===== src/rtl/cog_ctr_pkg.sv =====
// Shared encodings, state enumeration and payload layout for the cog counter
// configuration sequencer.
package cog_ctr_pkg;

    localparam int PAY_W  = 96;
    localparam int DATA_W = 32;

    localparam logic [1:0] OP_CTR  = 2'b00;
    localparam logic [1:0] OP_FRQ  = 2'b01;
    localparam logic [1:0] OP_PHS  = 2'b10;
    localparam logic [1:0] OP_FULL = 2'b11;

    localparam int PAY_CTR_HI = 95;
    localparam int PAY_CTR_LO = 64;
    localparam int PAY_FRQ_HI = 63;
    localparam int PAY_FRQ_LO = 32;
    localparam int PAY_PHS_HI = 31;
    localparam int PAY_PHS_LO = 0;

    typedef enum logic [2:0] {
        ST_IDLE = 3'd0,
        ST_WR   = 3'd1,
        ST_Q0   = 3'd2,
        ST_FRQ  = 3'd3,
        ST_PHS  = 3'd4,
        ST_CTR  = 3'd5,
        ST_DONE = 3'd6
    } state_t;

    typedef struct packed {
        logic              id;
        logic              sel;
        logic [1:0]        op;
        logic [PAY_W-1:0]  pay;
    } cmd_t;

    // Payload field written by a single-field op; FULL has no single field.
    function automatic logic [DATA_W-1:0] pay_field(input logic [PAY_W-1:0] pay,
                                                    input logic [1:0] op);
        logic [DATA_W-1:0] f;
        case (op)
            OP_CTR:  f = pay[PAY_CTR_HI:PAY_CTR_LO];
            OP_FRQ:  f = pay[PAY_FRQ_HI:PAY_FRQ_LO];
            OP_PHS:  f = pay[PAY_PHS_HI:PAY_PHS_LO];
            default: f = 32'h0000_0000;
        endcase
        return f;
    endfunction

endpackage


===== src/rtl/cog_ctr_seq_if.sv =====
// Requester handshake plus counter write-port bundle of the sequencer.
interface cog_ctr_seq_if;
    import cog_ctr_pkg::*;

    logic              ena;
    logic              req0_valid;
    logic              req1_valid;
    logic              req0_ready;
    logic              req1_ready;
    logic              req0_sel;
    logic              req1_sel;
    logic [1:0]        req0_op;
    logic [1:0]        req1_op;
    logic [PAY_W-1:0]  req0_pay;
    logic [PAY_W-1:0]  req1_pay;
    logic [DATA_W-1:0] data;
    logic              a_setctr;
    logic              a_setfrq;
    logic              a_setphs;
    logic              b_setctr;
    logic              b_setfrq;
    logic              b_setphs;
    logic              done;
    logic              done_id;
    logic              busy;

    modport master (
        output ena, req0_valid, req1_valid, req0_sel, req1_sel,
               req0_op, req1_op, req0_pay, req1_pay,
        input  req0_ready, req1_ready, data,
               a_setctr, a_setfrq, a_setphs, b_setctr, b_setfrq, b_setphs,
               done, done_id, busy
    );

    modport slave (
        input  ena, req0_valid, req1_valid, req0_sel, req1_sel,
               req0_op, req1_op, req0_pay, req1_pay,
        output req0_ready, req1_ready, data,
               a_setctr, a_setfrq, a_setphs, b_setctr, b_setfrq, b_setphs,
               done, done_id, busy
    );

endinterface


===== src/rtl/cog_ctr_arb.sv =====
// Two-way requester arbiter: round-robin on last grant or fixed port-0 priority.
module cog_ctr_arb
    import cog_ctr_pkg::*;
#(
    parameter bit RR_EN = 1'b1
) (
    input  logic       clk_cog,
    input  logic       res,
    input  logic [1:0] valid,
    input  logic       advance,
    output logic       grant_id,
    output logic [1:0] grant_oh
);

    logic last_grant_r;

    // Grant selection; one-hot is empty when nobody is requesting.
    always_comb begin
        grant_id = 1'b0;
        grant_oh = 2'b00;
        case (valid)
            2'b01: begin
                grant_id = 1'b0;
                grant_oh = 2'b01;
            end
            2'b10: begin
                grant_id = 1'b1;
                grant_oh = 2'b10;
            end
            2'b11: begin
                if (RR_EN) begin
                    grant_id = ~last_grant_r;
                end else begin
                    grant_id = 1'b0;
                end
                grant_oh = grant_id ? 2'b10 : 2'b01;
            end
            default: begin
                grant_id = 1'b0;
                grant_oh = 2'b00;
            end
        endcase
    end

    // Reset to 1 so that port 0 wins the first contention.
    always_ff @(posedge clk_cog or posedge res) begin
        if (res) begin
            last_grant_r <= 1'b1;
        end else if (advance) begin
            last_grant_r <= grant_id;
        end else begin
            last_grant_r <= last_grant_r;
        end
    end

endmodule


===== src/rtl/cog_ctr_seq.sv =====
// Counter A/B configuration sequencer: arbitrates two requesters and emits one
// write strobe per cycle, including the quiesced FULL program sequence.
module cog_ctr_seq
    import cog_ctr_pkg::*;
#(
    parameter bit QUIESCE_EN = 1'b1,
    parameter bit RR_EN      = 1'b1
) (
    input  logic         clk_cog,
    input  logic         res,
    cog_ctr_seq_if.slave bus
);

    state_t            state_r;
    state_t            state_nxt_s;
    cmd_t              cmd_r;
    cmd_t              cmd_nxt_s;
    logic              grant_id_s;
    logic [1:0]        grant_oh_s;
    logic [1:0]        valid_s;
    logic              arb_en_s;
    logic              accept_s;
    logic [2:0]        fld_s;
    logic [DATA_W-1:0] data_s;
    logic              done_s;

    assign valid_s  = {bus.req1_valid, bus.req0_valid};
    assign arb_en_s = (state_r == ST_IDLE) & bus.ena & ~res;
    assign accept_s = arb_en_s & (|valid_s);

    cog_ctr_arb #(.RR_EN(RR_EN)) u_arb (
        .clk_cog  (clk_cog),
        .res      (res),
        .valid    (valid_s),
        .advance  (accept_s),
        .grant_id (grant_id_s),
        .grant_oh (grant_oh_s)
    );

    assign bus.req0_ready = arb_en_s & grant_oh_s[0];
    assign bus.req1_ready = arb_en_s & grant_oh_s[1];

    // Command captured from whichever port the arbiter picked.
    always_comb begin
        cmd_nxt_s = cmd_r;
        if (grant_id_s) begin
            cmd_nxt_s.id  = 1'b1;
            cmd_nxt_s.sel = bus.req1_sel;
            cmd_nxt_s.op  = bus.req1_op;
            cmd_nxt_s.pay = bus.req1_pay;
        end else begin
            cmd_nxt_s.id  = 1'b0;
            cmd_nxt_s.sel = bus.req0_sel;
            cmd_nxt_s.op  = bus.req0_op;
            cmd_nxt_s.pay = bus.req0_pay;
        end
    end

    // Next-state logic; dropping ena sends every state back to IDLE.
    always_comb begin
        state_nxt_s = state_r;
        if (!bus.ena) begin
            state_nxt_s = ST_IDLE;
        end else begin
            case (state_r)
                ST_IDLE: begin
                    if (accept_s) begin
                        if (cmd_nxt_s.op != OP_FULL) begin
                            state_nxt_s = ST_WR;
                        end else if (QUIESCE_EN) begin
                            state_nxt_s = ST_Q0;
                        end else begin
                            state_nxt_s = ST_FRQ;
                        end
                    end else begin
                        state_nxt_s = ST_IDLE;
                    end
                end
                ST_WR:   state_nxt_s = ST_DONE;
                ST_Q0:   state_nxt_s = ST_FRQ;
                ST_FRQ:  state_nxt_s = ST_PHS;
                ST_PHS:  state_nxt_s = ST_CTR;
                ST_CTR:  state_nxt_s = ST_DONE;
                ST_DONE: state_nxt_s = ST_IDLE;
                default: state_nxt_s = ST_IDLE;
            endcase
        end
    end

    // Field strobe {phs,frq,ctr} and data decode, gated by ena in the same cycle.
    always_comb begin
        fld_s  = 3'b000;
        data_s = 32'h0000_0000;
        done_s = 1'b0;
        if (bus.ena) begin
            case (state_r)
                ST_WR: begin
                    case (cmd_r.op)
                        OP_CTR:  fld_s = 3'b001;
                        OP_FRQ:  fld_s = 3'b010;
                        OP_PHS:  fld_s = 3'b100;
                        default: fld_s = 3'b000;
                    endcase
                    data_s = pay_field(cmd_r.pay, cmd_r.op);
                end
                ST_Q0: begin
                    fld_s  = 3'b001;
                    data_s = 32'h0000_0000;
                end
                ST_FRQ: begin
                    fld_s  = 3'b010;
                    data_s = cmd_r.pay[PAY_FRQ_HI:PAY_FRQ_LO];
                end
                ST_PHS: begin
                    fld_s  = 3'b100;
                    data_s = cmd_r.pay[PAY_PHS_HI:PAY_PHS_LO];
                end
                ST_CTR: begin
                    fld_s  = 3'b001;
                    data_s = cmd_r.pay[PAY_CTR_HI:PAY_CTR_LO];
                end
                ST_DONE: done_s = 1'b1;
                default: begin
                    fld_s  = 3'b000;
                    data_s = 32'h0000_0000;
                    done_s = 1'b0;
                end
            endcase
        end else begin
            fld_s  = 3'b000;
            data_s = 32'h0000_0000;
            done_s = 1'b0;
        end
    end

    assign bus.a_setctr = fld_s[0] & ~cmd_r.sel;
    assign bus.a_setfrq = fld_s[1] & ~cmd_r.sel;
    assign bus.a_setphs = fld_s[2] & ~cmd_r.sel;
    assign bus.b_setctr = fld_s[0] &  cmd_r.sel;
    assign bus.b_setfrq = fld_s[1] &  cmd_r.sel;
    assign bus.b_setphs = fld_s[2] &  cmd_r.sel;
    assign bus.data     = data_s;
    assign bus.done     = done_s;
    assign bus.done_id  = done_s & cmd_r.id;
    assign bus.busy     = (state_r != ST_IDLE);

    // State and command registers.
    always_ff @(posedge clk_cog or posedge res) begin
        if (res) begin
            state_r <= ST_IDLE;
            cmd_r   <= '0;
        end else begin
            state_r <= state_nxt_s;
            if (accept_s) begin
                cmd_r <= cmd_nxt_s;
            end else begin
                cmd_r <= cmd_r;
            end
        end
    end

endmodule

===== src/flat_wrapper.sv =====
// flat-port wrapper written by rule: the top's interface ports become plain ports
module cog_ctr_seq_flat import cog_ctr_pkg::*;
#(
    parameter bit QUIESCE_EN = 1'b1,
    parameter bit RR_EN      = 1'b1
)
  (clk_cog, res, bus_ena, bus_req0_valid, bus_req1_valid, bus_req0_sel, bus_req1_sel, bus_req0_op, bus_req1_op, bus_req0_pay, bus_req1_pay, bus_req0_ready, bus_req1_ready, bus_data, bus_a_setctr, bus_a_setfrq, bus_a_setphs, bus_b_setctr, bus_b_setfrq, bus_b_setphs, bus_done, bus_done_id, bus_busy);
  cog_ctr_seq_if bus_i ();
  input  logic clk_cog;
  input  logic res;
  input wire logic [$bits(bus_i.ena)-1:0] bus_ena;
  input wire logic [$bits(bus_i.req0_valid)-1:0] bus_req0_valid;
  input wire logic [$bits(bus_i.req1_valid)-1:0] bus_req1_valid;
  input wire logic [$bits(bus_i.req0_sel)-1:0] bus_req0_sel;
  input wire logic [$bits(bus_i.req1_sel)-1:0] bus_req1_sel;
  input wire logic [$bits(bus_i.req0_op)-1:0] bus_req0_op;
  input wire logic [$bits(bus_i.req1_op)-1:0] bus_req1_op;
  input wire logic [$bits(bus_i.req0_pay)-1:0] bus_req0_pay;
  input wire logic [$bits(bus_i.req1_pay)-1:0] bus_req1_pay;
  output wire logic [$bits(bus_i.req0_ready)-1:0] bus_req0_ready;
  output wire logic [$bits(bus_i.req1_ready)-1:0] bus_req1_ready;
  output wire logic [$bits(bus_i.data)-1:0] bus_data;
  output wire logic [$bits(bus_i.a_setctr)-1:0] bus_a_setctr;
  output wire logic [$bits(bus_i.a_setfrq)-1:0] bus_a_setfrq;
  output wire logic [$bits(bus_i.a_setphs)-1:0] bus_a_setphs;
  output wire logic [$bits(bus_i.b_setctr)-1:0] bus_b_setctr;
  output wire logic [$bits(bus_i.b_setfrq)-1:0] bus_b_setfrq;
  output wire logic [$bits(bus_i.b_setphs)-1:0] bus_b_setphs;
  output wire logic [$bits(bus_i.done)-1:0] bus_done;
  output wire logic [$bits(bus_i.done_id)-1:0] bus_done_id;
  output wire logic [$bits(bus_i.busy)-1:0] bus_busy;
  assign bus_i.ena = bus_ena;
  assign bus_i.req0_valid = bus_req0_valid;
  assign bus_i.req1_valid = bus_req1_valid;
  assign bus_i.req0_sel = bus_req0_sel;
  assign bus_i.req1_sel = bus_req1_sel;
  assign bus_i.req0_op = bus_req0_op;
  assign bus_i.req1_op = bus_req1_op;
  assign bus_i.req0_pay = bus_req0_pay;
  assign bus_i.req1_pay = bus_req1_pay;
  assign bus_req0_ready = bus_i.req0_ready;
  assign bus_req1_ready = bus_i.req1_ready;
  assign bus_data = bus_i.data;
  assign bus_a_setctr = bus_i.a_setctr;
  assign bus_a_setfrq = bus_i.a_setfrq;
  assign bus_a_setphs = bus_i.a_setphs;
  assign bus_b_setctr = bus_i.b_setctr;
  assign bus_b_setfrq = bus_i.b_setfrq;
  assign bus_b_setphs = bus_i.b_setphs;
  assign bus_done = bus_i.done;
  assign bus_done_id = bus_i.done_id;
  assign bus_busy = bus_i.busy;
  cog_ctr_seq #(.QUIESCE_EN(QUIESCE_EN), .RR_EN(RR_EN)) u_core (.clk_cog(clk_cog), .res(res), .bus(bus_i));
endmodule

===== config.mk =====
export PLATFORM = sky130hd
export DESIGN_NAME = cog_ctr_seq_flat
export DESIGN_NICKNAME = d
export VERILOG_FILES = /design/src/rtl/cog_ctr_pkg.sv /design/src/rtl/cog_ctr_seq_if.sv /design/src/rtl/cog_ctr_arb.sv /design/src/rtl/cog_ctr_seq.sv /design/src/flat_wrapper.sv
export SDC_FILE = /design/constraint.sdc
export NUM_CORES = 1
export LEC_CHECK = 0
export BUFFER_PORTS_ARGS = -buffer_cell sky130_fd_sc_hd__buf_2
export CAP_MARGIN = 0
export CORE_UTILIZATION = 51
export CTS_CLUSTER_DIAMETER = 80
export CTS_CLUSTER_SIZE = 25
export DETAILED_ROUTE_END_ITERATION = 10
export PLACE_DENSITY = 0.86
export SLEW_MARGIN = 20
export SYNTH_ARGS = -nofsm -noshare
export SYNTH_HDL_FRONTEND = slang
export SYNTH_SLANG_ARGS = --single-unit

===== constraint.sdc =====
create_clock -name clk_cog -period 6.7 [get_ports clk_cog]
set_clock_uncertainty 0.05 [all_clocks]
set_input_delay 0.335 -clock clk_cog [delete_from_list [all_inputs] [get_ports clk_cog]]
set_output_delay 0.335 -clock clk_cog [all_outputs]
set_load 0.1 [all_outputs]

Yosys cells after proc, flatten, opt, wreduce, memory -nomap -nowiden
Cells that the tools add are included.
{ "word_totals": {"ff_bits": 104, "output_inout_bits": 43, "elab_cells": 56} }
{ "classes": {"mux": 17, "n_reduce_logical": 6, "n_eq_ne": 12, "n_bitwise": 15} }
{ "op_table": {"columns": ["operator", "n"], "rows": [
  ["one-hot mux 32 bit (4 select lines)", 1],
  ["2-to-1 mux 100 bit", 1],
  ["one-hot mux 32 bit (3 select lines)", 1],
  ["2-to-1 mux 32 bit", 1],
  ["one-hot mux 3 bit (5 select lines)", 1],
  ["AND 1 bit", 12],
  ["one-hot mux 3 bit (4 select lines)", 1],
  ["equality test 3 bit, second input constant", 3],
  ["one-hot mux 3 bit (3 select lines)", 1],
  ["equality test 2 bit, second input constant", 3],
  ["equality test 3 x 2 -> 1 bit, second input constant", 2],
  ["2-to-1 mux 2 bit", 3],
  ["2-to-1 mux 3 bit", 2],
  ["one-hot mux 2 bit (3 select lines)", 1],
  ["OR reduction 2 bit", 3],
  ["equality test 2 x 1 -> 1 bit, second input constant", 2],
  ["equality test 3 x 1 -> 1 bit, second input constant", 1],
  ["zero test 3 bit", 1],
  ["2-to-1 mux 1 bit", 3],
  ["inverter 1 bit", 3],
  ["nonzero test 3 bit", 1],
  ["zero test 2 bit", 1],
  ["inequality test 2 bit, second input constant", 1],
  ["one-hot mux 1 bit (2 select lines)", 1]
]} }

Depth between registers and ports, before layout
Gate-level depths: netlist of the first run.
{ "logic_depth": {"word_depth": 9, "depth_mapped": 7, "ltp_nobuf": 4} }

Cells and area by module
A second synthesis of the first run with hierarchy kept.
{ "unflattened": {"cells_unflattened": 634, "hier_area_um2": 6164.7} }
{ "modules_own_cells": {"columns": ["module", "instances", "cells_each", "seq_area_each_um2", "area_per_inst_um2"], "rows": [
  ["cog_ctr_seq", 1, 627, 2577.5, 6089.6],
  ["cog_ctr_arb", 1, 7, 26.3, 75.1]
]} }

Worst setup path after synthesis of the first run
No wires, ideal clock.
{ "synth_timing": {"path_kind": "register -> output", "from": "reg u_core.state_r[1]", "to": "out bus_done_id", "t_arrival_ns": 3.830, "path_stages_with_launch": 5, "setup_slack_ns": 2.485, "required_ns": 6.315, "n_path_buf": 1, "path_cell_list": "dfrtp_1 -> buf_2 -> nand2_1 -> nor3b_1 -> and2_1"} }
{ "synth_via": {"elab_chain_len": 4} }
{ "synth_rtl": {"columns": ["item", "line", "text"], "rows": [
  ["start: declaration", "cog_ctr_seq.sv:14", "state_t state_r;"],
  ["start signal: assignment", "cog_ctr_seq.sv:153", "state_r <= state_nxt_s;"],
  ["equality test 3 bit", "cog_ctr_seq.sv:96", "case (state_r)"],
  ["2-to-1 mux 1 bit", "cog_ctr_seq.sv:96", null],
  ["2-to-1 mux 1 bit", "cog_ctr_seq.sv:95", "if (bus.ena) begin"],
  ["net bus_done", "flat_wrapper.sv:29", "output wire logic [$bits(bus_i.done)-1:0] bus_done;"],
  ["AND 1 bit", "cog_ctr_seq.sv:144", "assign bus.done_id = done_s & cmd_r.id;"],
  ["end: declaration", "flat_wrapper.sv:30", "output wire logic [$bits(bus_i.done_id)-1:0] bus_done_id;"]
]} }
The timed path passes the listed nets, and every way through them passes these cells.

Final worst setup path of the first run
{ "layout_timing": {"from": "reg u_core.cmd_r[97] (netlist name)", "to": "out bus_data[17]"} }
{ "layout_via": {"elab_chain_len": 4} }
{ "layout_rtl": {"columns": ["item", "line", "text"], "rows": [
  ["start: declaration", "cog_ctr_seq.sv:16", "cmd_t cmd_r;"],
  ["start signal: assignment", "cog_ctr_seq.sv:155", "cmd_r <= cmd_nxt_s;"],
  ["start signal: assignment", "cog_ctr_seq.sv:157", "cmd_r <= cmd_r;"],
  ["equality test 2 bit, or another cell as far along", "cog_ctr_pkg.sv:41", "case (op)"],
  ["one-hot mux 32 bit (3 select lines) *", "cog_ctr_pkg.sv:41", null],
  ["one-hot mux 32 bit (4 select lines) *", "cog_ctr_seq.sv:96", null],
  ["2-to-1 mux 32 bit *", "cog_ctr_seq.sv:95", null],
  ["end: declaration", "flat_wrapper.sv:22", "output wire logic [$bits(bus_i.data)-1:0] bus_data;"]
]} }
Every way passes the cells marked *; elsewhere a longest branch is shown, timed or not.

==> results of run 1 <==
-- cell families (layout without fill, tap and decap cells) --
kind of cell    count (synthesis)  after routing  synth area share
compound gates                157            157             0.204
buf+inv                        61            270            0.0520
flops                         104            104             0.472
simple gates                  370            370             0.272
-- how the worst max path moves through the flow --
stage | endpoint | slack [ns] | cells after the start
after floorplan | bus_done_id | 2.49 | 4
after global placement | bus_data[7] | 3.37 | 5
after detailed placement | bus_data[17] | 3.30 | 5
after CTS | bus_data[17] | 3.06 | 5
after global routing | bus_data[17] | 3.21 | 5
final | bus_data[17] | 3.37 | 5
-- per-layer routing --
layer  GRT usage  vias to the layer above
li1            -                     2810
met1       0.388                     2713
met2       0.468                      288
met3      0.0558                       44
met4       0.127                        0
met5           0                        -
-- flip-flops by register name, indices dropped and copies added (netlist names) --
| register | cells |
|---|---|
| u_core.u_arb.last_grant_r | 1 |
| u_core.state_r | 3 |
| u_core.cmd_r | 100 |
-- metrics by stage --
step / total power, mW / utilization
5_1_grt: 3.11 / 0.665
2_1_floorplan: 2.23 / -
4_1_cts: 2.91 / 0.665
6_report: 2.92 / 0.665
3_3_place_gp: 2.51 / 0.644
3_5_place_dp: 2.55 / 0.647
-- power breakdown --
part | leakage, nW | internal [mW] | switching [mW]
Clock | 0.0908 | 0.140 | 0.227
Combinational | 2.21 | 0.434 | 0.942
Sequential | 1.16 | 0.941 | 0.236
Total | 3.47 | 1.52 | 1.40
-- layout make-up --
| class | instances | area [um^2] |
|---|---|---|
| well taps | 136 | 170 |
| clock buffers | 9 | 124 |
| clock inverters | 7 | 52.6 |
| flip-flops and latches | 104 | 2600 |
| repair buffers | 252 | 1310 |
| multi-input cells | 527 | 2660 |
| inverters | 2 | 10.0 |
| fillers | 930 | 3480 |
-- tightest hold or removal path: stages --
cell     delay [ns]
buf_2          0.09
nand2_1        0.04
a31oi_1        0.07
-- repair_timing --
item,in CTS,in global routing
endpoints found under the hold margin,25,0
endpoints found under the setup margin,0,0
hold buffers,1,0
-- layout by cell type, fill, tap and decap left out, drive strengths merged, types with 4 or more instances in the layout --
cell,instances
buf,251
nand2,211
nor2,117
dfrtp,103
a31oi,99
and3,22
a221o,22
a222oi,10
clkbuf,9
a22o,8
a21oi,8
inv,6
nor2b,5
nand2b,4
==> summary.md, run 1 <==
| Metric | Value |
|---|---|
| # diodes | `0` |
| Reg2reg start | `u_core.state_r[1]` |
| Worst hold endpoint | `u_core.cmd_r[84]` |
| Slew headroom | `0.320` |
| Via Count | `5855` |
| Clk_lat worst skew | `0.36 ns` |
| Global route overflow | `0` |
| CP top delay family | `simple AND/OR/NAND/NOR gates` |
| Top post-synthesis cells by count | `nand2_1, nor2_1, dfrtp_1` |
| Die width | `106 um` |
| Endpoints failing setup | `0` |
| Post-route insts no fill | `1037` |
| Drt drc | `0` |
| First-pass GRT wire length | `25800 um` |
| Yosys top cell area share | `0.467` |
| Global Route Usage Sum | `0.292` |
| DRT met1 WL | `6960 um` |
| Final hold viol count | `0` |
| Worst vdd ir | `391 uV` |
| DR top layer | `met4` |
| Peak Freq | `301 MHz` |
| CTS H-tree lvls | `3` |
| Area growth syn-to-layout | `25.7%` |
| Setup slack, reg-to-reg | `4.34 ns` |
| Min-delay src | `bus_req0_pay[84]` |
| Die area | `11200 um^2` |
| PortBufs | `245` |
| CP Buf/Inv Count | `1` |
| Vias in the first global route | `5452` |
| Core Area | `10400 um^2` |
| Req. time, crit path | `6.31 ns` |
| Mapped cell area | `5510 um^2` |
| Critical path fanouts, max | `22` |
| Count leader, synth | `nand2_1` |
| Antenna viol nets, final | `0` |
| Dpl hpwl | `11300 um` |
| Post-route cell area | `6930 um^2` |
| CP arrival | `2.94 ns` |
| WL per Instance | `16.0 um` |
| Post-Syn Instances | `692` |
| Crit path capture type | `output pin` |
| Met2 wire len | `7780 um` |
| WHS | `0.158 ns` |
| Seq/Total Area, Yosys | `0.472` |
| Max incr delay on CP | `0.61 ns` |
| Pin count of the biggest net entering global routing | `201` |
| Outcome | `finished, final reports clean` |
| Crit path cell chain | `nor2b_1 > o21a_1 > and2_2 > a221o_1 > buf_2` |
| DR WL met3 | `1240 um` |
| CTS root buf | `clkbuf_8` |
| Synth warn | `0` |
| CP max stage cell | `and2_2` |
| CP startpoint | `u_core.cmd_r[97]` |
| Placed Instances | `1020` |
| Max-Cap Viols | `0` |
| Initial Utilization | `0.529` |
| Reg2reg path depth | `4` |
| TNS Setup | `0 ns` |
| Boundary Pins | `246` |
| Post-placement cell area | `6740 um^2` |
| Clk buf depth | `2` |
| # nets final | `1099` |
| CTS tree | `done` |
| Reg2Reg Capture Point | `u_core.cmd_r[96]` |
| Main synth FF type | `dfrtp_1` |
| Final wirelength | `16500 um` |
| Worst Hold Class | `in2reg` |
| First-pass DRT Iterations | `6` |
| Inserted Clock Buffers | `9` |
| Post-synth ARST share | `1.00` |
| Fin. max-slew vios | `0` |
| FF+latch count, synth | `104` |
| EDFF count, synth | `0` |
| Avg Cell Area, Syn | `7.97 um^2` |
| Post-synth cell types | `32` |
| Std cell rows | `37` |
| Worst-path clk slew | `0.11 ns` |
| Top area cells in the synthesized netlist | `dfrtp_1, nand2_1, a31oi_1` |
| RSZ-0062 raised after global routing | `false` |
| Layout cells sized above 1 | `0.307` |
| Initial drt markers | `540` |
| Leakage | `3.47 nW` |
| Clk sink count | `104` |
| Post-CTS Resized | `0` |
| Critical path class | `reg2out` |
| Tcrit/Tclk final | `0.496` |
| Final Critical Period | `3.33 ns` |
| Worst Setup Slack, final | `3.37 ns` |
| Mapped Nets | `895` |
| Hold path depth | `3` |
| Most area-hungry cell type in the Yosys netlist | `dfrtp_1` |
| Post-CTS Setup Repair Bufs | `0` |
| Worst Tran Pin Value | `1.02 ns` |
| Worst setup SP type | `flip-flop` |
| Initial antenna violation count | `0` |
| Die Y | `106 um` |
| Pwr/cell area | `421 nW/um^2` |
| Pre-CTS worst setup slack | `3.30 ns` |
| Placer Congestion | `0.933` |
| Vias per cell | `5.65` |
Note: power is estimated with default switching activity, not from simulation.
==> inputs of run 2 (changes only) <==
CORE_UTILIZATION = 43   (was 51)
PLACE_DENSITY = 0.77   (was 0.86)
clock period = 3 ns   (was 6.7 ns; I/O delays follow)
==> run 2 against run 1 <==
  * Sequential power increased by 130%
  * Design area increased by 31%
  * Clock power increased to 3.6 times the previous value
  * Utilization increased by 5.5 points
  * First-iteration DRC count increased by 45%
  * Worst hold slack got worse by 0.15 ns
  * Critical path depth increased by 1
  * Register-to-register slack got worse by 4.2 ns
  * Sequential cell count unchanged
  * Via count increased by 17%
  * Setup slack got worse by 3.3 ns
  * Total power increased to 2.9 times the previous value
  * Critical endpoint is now u_core.cmd_r[89]
  * Largest power group unchanged
==> summary.md, run 2 (synthesis results as in run 1) <==
| Metric | Value |
|---|---|
| CTS tree | `done` |
| Pwr/cell area | `921 nW/um^2 (+120%)` |
| Worst vdd ir | `570 uV (+46%)` |
| Switching share of power | `0.425 (-0.0563)` |
| Fin. max-slew vios | `0 (unchanged)` |
| CP max stage cell | `dlygate4sd3_1` |
| Placer Congestion | `0.858 (-8.0%)` |
| Max-Cap Viols | `0 (unchanged)` |
| CP top delay family | `buffers and inverters` |
| Clk network pwr share | `0.158 (+0.032)` |
| Worst-path clk slew | `0.07 ns (-0.04 ns)` |
| Area growth syn-to-layout | `64.1%` |
| Initial antenna violation count | `1 (+1)` |
| CTS H-tree lvls | `3 (unchanged)` |
| Final hold viol count | `0 (unchanged)` |
| Core Area | `12600 um^2 (+21%)` |
| Antenna viol nets, final | `0 (unchanged)` |
| Layout cells sized above 1 | `0.275 (-0.0324)` |
| Final wirelength | `21600 um (+31%)` |
| Worst Hold Class | `in2reg` |
| Tcrit/Tclk final | `0.964` |
| Total internal power | `4.79 mW (+220%)` |
| Post-CTS Hold Fix Bufs | `150 (+149)` |
| Leakage | `4.22 nW (+22%)` |
| Std cell rows | `41 (+11%)` |
| Max FFs per register | `100 (unchanged)` |
| CP arrival | `3.13 ns (+0.19 ns)` |
| WHS | `0.00498 ns (-0.153 ns)` |
| Die Y | `115 um (+8.7%)` |
| Crit path capture type | `flip-flop` |
| Inserted Clock Buffers | `9 (unchanged)` |
| First-pass DRT Iterations | `8 (+2)` |
| Worst Tran Pin Value | `0.777 ns (-0.244 ns)` |
| Worst setup SP type | `flip-flop` |
| Slew headroom | `0.481 (+0.161)` |
| Die area | `13300 um^2 (+18%)` |
| Dpl hpwl | `12000 um (+5.9%)` |
| # fillers | `867 (-6.8%)` |
| Via Count | `6829 (+17%)` |
| Critical path fanouts, max | `110 (+400%)` |
| Clk sink count | `104 (unchanged)` |
| Clk buf depth | `2 (unchanged)` |
| Combinational share of power | `0.522 (+0.051)` |
| Die width | `115 um (+8.7%)` |
| Outcome | `finished, final reports clean` |
| WL per Instance | `17.6 um (+10%)` |
| Global route overflow | `0 (unchanged)` |
| CTS root buf | `clkbuf_16` |
| Peak Freq | `346 MHz` |
| Pre-CTS worst setup slack | `0.468 ns (-2.83 ns)` |
| Crit path cell chain | `or3_4 > nor3_2 > buf_12 > nor2_1 > a31oi_1 > dlygate4sd3_1` |
| Boundary Pins | `246 (unchanged)` |
| Total power | `8.33 mW (+190%)` |
| Req. time, crit path | `3.24 ns (-3.07 ns)` |
| First-pass GRT wire length | `33100 um (+28%)` |
| Commonest non-fill, non-tap cell in the layout | `buf_2` |
| Clk_lat worst skew | `0.35 ns (about the same)` |
| Endpoints failing setup | `0 (unchanged)` |
| # nets final | `1256 (+14%)` |
| TNS Setup | `0 ns (unchanged)` |
| Placed Instances | `1064 (+4.3%)` |
| PortBufs | `245 (unchanged)` |
| Drt drc | `0 (unchanged)` |
| Worst Setup Slack, final | `0.108 ns (-3.27 ns)` |
| Critical path class | `reg2reg` |
| Top reg by flops | `u_core.cmd_r` |
| Post-CTS Resized | `0 (unchanged)` |
| Initial drt markers | `782 (+45%)` |
| Psw | `3.54 mW (+150%)` |
| Vias per cell | `5.55 (-1.7%)` |
| Sequential Power Share | `0.319 (-0.084)` |
| Initial Utilization | `0.439 (-0.0906)` |
| Max incr delay on CP | `0.60 ns (about the same)` |
| RSZ-0062 raised after global routing | `false` |
| Pin count of the biggest net entering global routing | `111 (-45%)` |
| Post-CTS Setup Repair Bufs | `0 (unchanged)` |
| Global Route Usage Sum | `0.329 (+0.0366)` |
| CP Buf/Inv Count | `2 (+1)` |
| Vias in the first global route | `6684 (+23%)` |
| Commonest cells after routing, fill and taps aside | `buf_2, nand2_1, dlygate4sd3_1, nor2_1, dfrtp_1` |
| Largest registers | `u_core.cmd_r x100, u_core.state_r x3, u_core.u_arb.last_grant_r x1` |
| Final Critical Period | `2.89 ns` |
| Post-route insts no fill | `1231 (+19%)` |
-- run 2: worst min-delay path, cell delays in order --
cell and delay [ns]:
buf_2 0.10, nand2_1 0.05, a31oi_1 0.08
-- run 2: worst paths after layout --
check | slack, ns | from | depth (start not counted) | end
min | 0.005 | bus_req1_pay[12] | 3 | u_core.cmd_r[12]
min in group asynchronous | 0.44 | res | 3 | u_core.cmd_r[99]
max in group asynchronous | 1.71 | res | 4 | u_core.cmd_r[30]
max reg2reg | 0.11 | u_core.state_r[1] | 6 | u_core.cmd_r[89]
max | 0.11 | u_core.state_r[1] | 6 | u_core.cmd_r[89]
min reg2reg | 0.44 | u_core.cmd_r[99] | 1 | u_core.cmd_r[99]
-- run 2: routing by layer --
layer / vias up / routed length (um) / track usage
li1: 3129 / - / -
met1: 3161 / 8370 / 0.405
met4: 0 / 1240 / 0.202
met5: - / 0 / 0
met3: 104 / 1870 / 0.0764
met2: 435 / 10100 / 0.525
-- run 2: power groups by stage --
| stage | clock network (mW) | registers [mW] | logic, mW |
|---|---|---|---|
| after floorplan | 0 | 2.42 | 2.59 |
| after global placement | 0 | 2.62 | 3.39 |
| after detailed placement | 0 | 2.64 | 3.43 |
| after CTS | 1.33 | 2.61 | 4.20 |
| after global routing | 1.39 | 2.73 | 4.65 |
| final | 1.32 | 2.66 | 4.35 |
-- run 2: stage by stage --
step / instance area (um^2) / util
3_3_place_gp: 7210 / 0.574
6_report: 9050 / 0.720
2_1_floorplan: 5540 / -
5_1_grt: 9050 / 0.720
3_5_place_dp: 7210 / 0.574
4_1_cts: 9050 / 0.720
-- run 2: cell type report --
type | instances | area, um^2 | share of cell area
flip-flops and latches | 104 | 2600 | 0.288
inverters | 2 | 10.0 | 0.00111
repair buffers | 409 | 3200 | 0.354
multi-input cells | 527 | 2690 | 0.297
clock buffers | 12 | 256 | 0.0283
diodes | 1 | 2.50 | 0.000276
well taps | 172 | 215 | 0.0238
clock inverters | 4 | 76.3 | 0.00843
==> inputs of run 3 (changes only) <==
SETUP_SLACK_MARGIN = 0.4   (was unset)
==> run 3 against run 2 <==
  * Clock-buffer cell count shrank 2
  * Final cell count about the same
  * Clock power down 8%
  * Total power is 7.1% lower
  * Global-route usage rose by 0.35 points
  * Register-to-register slack improved by 0.46 ns
  * Maximum frequency up 13%
  * Utilization up 0.49 points
  * Largest cell class unchanged
  * Combinational power is 12% lower
  * Design area is 0.68% higher
==> summary.md, run 3 (synthesis results as in run 1) <==
| Metric | Value |
|---|---|
| Setup slack, reg-to-reg | `0.57 ns (+0.46 ns)` |
| Combinational share of power | `0.497 (-0.025)` |
| # diodes | `0 (-1)` |
| Post-route cell area | `9110 um^2 (+0.68%)` |
| Inserted Clock Buffers | `9 (unchanged)` |
| Max FFs per register | `100 (unchanged)` |
| # nets final | `1257 (+0.080%)` |
| Max-Cap Viols | `0 (unchanged)` |
| Vias in the first global route | `6754 (+1.0%)` |
| Final Util | `0.725 (+0.00488)` |
| WHS | `0.000108 ns (-0.00488 ns)` |
| Die width | `115 um (unchanged)` |
| Endpoints failing setup | `0 (unchanged)` |
| Crit path capture type | `output pin` |
| Slew headroom | `0.434 (-0.0465)` |
| TNS Setup | `0 ns (unchanged)` |
| Clk buf depth | `2 (unchanged)` |
| Global route overflow | `0 (unchanged)` |
| CP arrival | `2.36 ns (-0.77 ns)` |
| Vias per cell | `5.71 (+3.0%)` |
| CP Buf/Inv Count | `2 (unchanged)` |
| Die Y | `115 um (unchanged)` |
| CTS root buf | `clkbuf_16` |
| First-pass GRT wire length | `33600 um (+1.6%)` |
| PortBufs | `245 (unchanged)` |
| Initial drt markers | `833 (+6.5%)` |
| Pwr/cell area | `850 nW/um^2 (-7.7%)` |
| Pin count of the biggest net entering global routing | `117 (+5.4%)` |
| Post-route insts no fill | `1230 (-0.081%)` |
| Commonest non-fill, non-tap cell in the layout | `buf_2` |
| Die area | `13300 um^2 (unchanged)` |
| Total power | `7.74 mW (-7.1%)` |
| RSZ-0062 raised after global routing | `true` |
| Tcrit/Tclk final | `0.854 (-0.110)` |
| Clk sink count | `104 (unchanged)` |
| Req. time, crit path | `2.80 ns (-0.44 ns)` |
| CP top delay family | `simple AND/OR/NAND/NOR gates` |
| Final hold viol count | `0 (unchanged)` |
| Clk network pwr share | `0.156 (-0.002)` |
| CTS H-tree lvls | `3 (unchanged)` |
| Initial Utilization | `0.439 (unchanged)` |
| Global Route Usage Sum | `0.332 (+0.00346)` |
| Worst Setup Slack, final | `0.437 ns (+0.329 ns)` |
| Worst vdd ir | `660 uV (+16%)` |
| Crit path cell chain | `nand2b_1 > nor2_4 > buf_4 > and3_1 > a221o_1 > buf_12` |
| Top reg by flops | `u_core.cmd_r` |
| Worst Hold Class | `in2reg` |
| Final wirelength | `22900 um (+5.8%)` |
| Placer Congestion | `0.871 (+1.5%)` |
| Layout cells sized above 1 | `0.290 (+0.0151)` |
| Total internal power | `4.23 mW (-12%)` |
| Commonest cells after routing, fill and taps aside | `buf_2, nand2_1, dlygate4sd3_1, nor2_1, dfrtp_1` |
| CP max stage cell | `dfrtp_1` |
| Outcome | `finished, final reports clean` |
| Final Critical Period | `2.56 ns (-0.329 ns)` |
| Area growth syn-to-layout | `65.3%` |
| Switching share of power | `0.454 (+0.0293)` |
| Critical path class | `reg2out` |
| # fillers | `843 (-2.8%)` |
| Clk_lat worst skew | `0.36 ns (about the same)` |
| Pre-CTS worst setup slack | `0.313 ns (-0.155 ns)` |
| Dpl hpwl | `12200 um (+2.3%)` |
| Peak Freq | `390 MHz (+13%)` |
| Leakage | `4.25 nW (+0.69%)` |
| Worst-path clk slew | `0.07 ns (about the same)` |
| Worst Tran Pin Value | `0.847 ns (+0.0699 ns)` |
| Via Count | `7025 (+2.9%)` |
| Psw | `3.52 mW (-0.68%)` |
| Boundary Pins | `246 (unchanged)` |
| Drt drc | `0 (unchanged)` |
| Placed Instances | `1065 (+0.094%)` |
| Largest registers | `u_core.cmd_r x100, u_core.state_r x3, u_core.u_arb.last_grant_r x1` |
| Initial antenna violation count | `0 (-1)` |
| Std cell rows | `41 (unchanged)` |
| Antenna viol nets, final | `0 (unchanged)` |
| First-pass DRT Iterations | `6 (-2)` |
| Core Area | `12600 um^2 (unchanged)` |
| Fin. max-slew vios | `0 (unchanged)` |
| Critical path fanouts, max | `16 (-85%)` |
| Max incr delay on CP | `0.52 ns (-0.08 ns)` |
| CTS tree | `done` |
| Post-placement cell area | `7250 um^2 (+0.57%)` |
| Sequential Power Share | `0.347 (+0.028)` |
| WL per Instance | `18.6 um (+5.9%)` |
| Worst setup SP type | `flip-flop` |
## run 3: changes by cell type in the layout (fill, tap and decap cells not counted), sizes merged
cell / before / now
clkbuf: 12 / 19
clkinv: 1 / 2
bufinv: 2 / 1
buf: 259 / 254
dlygate4sd3: 150 / 146
diode: 1 / 0
and2: 3 / 4
clkinvlp: 1 / 2
## run 3: path summary, 6_finish.rpt
path,from,end,depth (start not counted)
hold reg to reg,u_core.cmd_r[99],u_core.cmd_r[99],1
setup / recovery,u_core.state_r[1],bus_data[13],6
min in group asynchronous,res,u_core.cmd_r[61],3
hold / removal,bus_req1_pay[9],u_core.cmd_r[9],3
setup reg to reg,u_core.u_arb.last_grant_r,u_core.cmd_r[7],5
max in group asynchronous,res,u_core.cmd_r[44],4
## run 3: power by group through the flow
stage	clock network, mW	logic [mW]	registers [mW]
floorplan	0	2.61	2.42
global placement	0	3.39	2.63
detailed placement	0	3.45	2.64
CTS	1.21	3.65	2.62
global route	1.28	4.13	2.74
finish	1.21	3.84	2.69
## run 3: layout make-up
type                       count  area [um^2]  area share
timing repair buffer         409         3240       0.355
multi-input combinational    528         2750       0.302
clock inverter                 5         56.3     0.00618
inverter                       2         11.3     0.00124
clock buffer                  10          239      0.0262
sequential                   104         2600       0.286
tap                          172          215      0.0236
## run 3: routing by layer
| metal | part of all wire | vias to the layer above | global-route usage |
|---|---|---|---|
| li1 | - | 3129 | - |
| met1 | 0.37 | 3265 | 0.393 |
| met2 | 0.48 | 502 | 0.547 |
| met3 | 0.091 | 129 | 0.0917 |
| met4 | 0.057 | 0 | 0.188 |
| met5 | 0 | - | 0 |
## run 3: worst min-delay path, cell delays in order
cell	delay, ns
buf_2	0.09
nand2_1	0.05
a31oi_1	0.07
## run 3: what timing repair did
| action | in CTS | in global routing |
|---|---|---|
| hold buffers | 144 | 2 |
| pin swaps | 0 | 1 |
| gates resized for setup | 5 | 15 |
| gates cloned | 0 | 2 |
| buffers inserted | 0 | 2 |
| endpoints found under the setup margin | 30 | 36 |
| hold endpoints to repair | 115 | 2 |
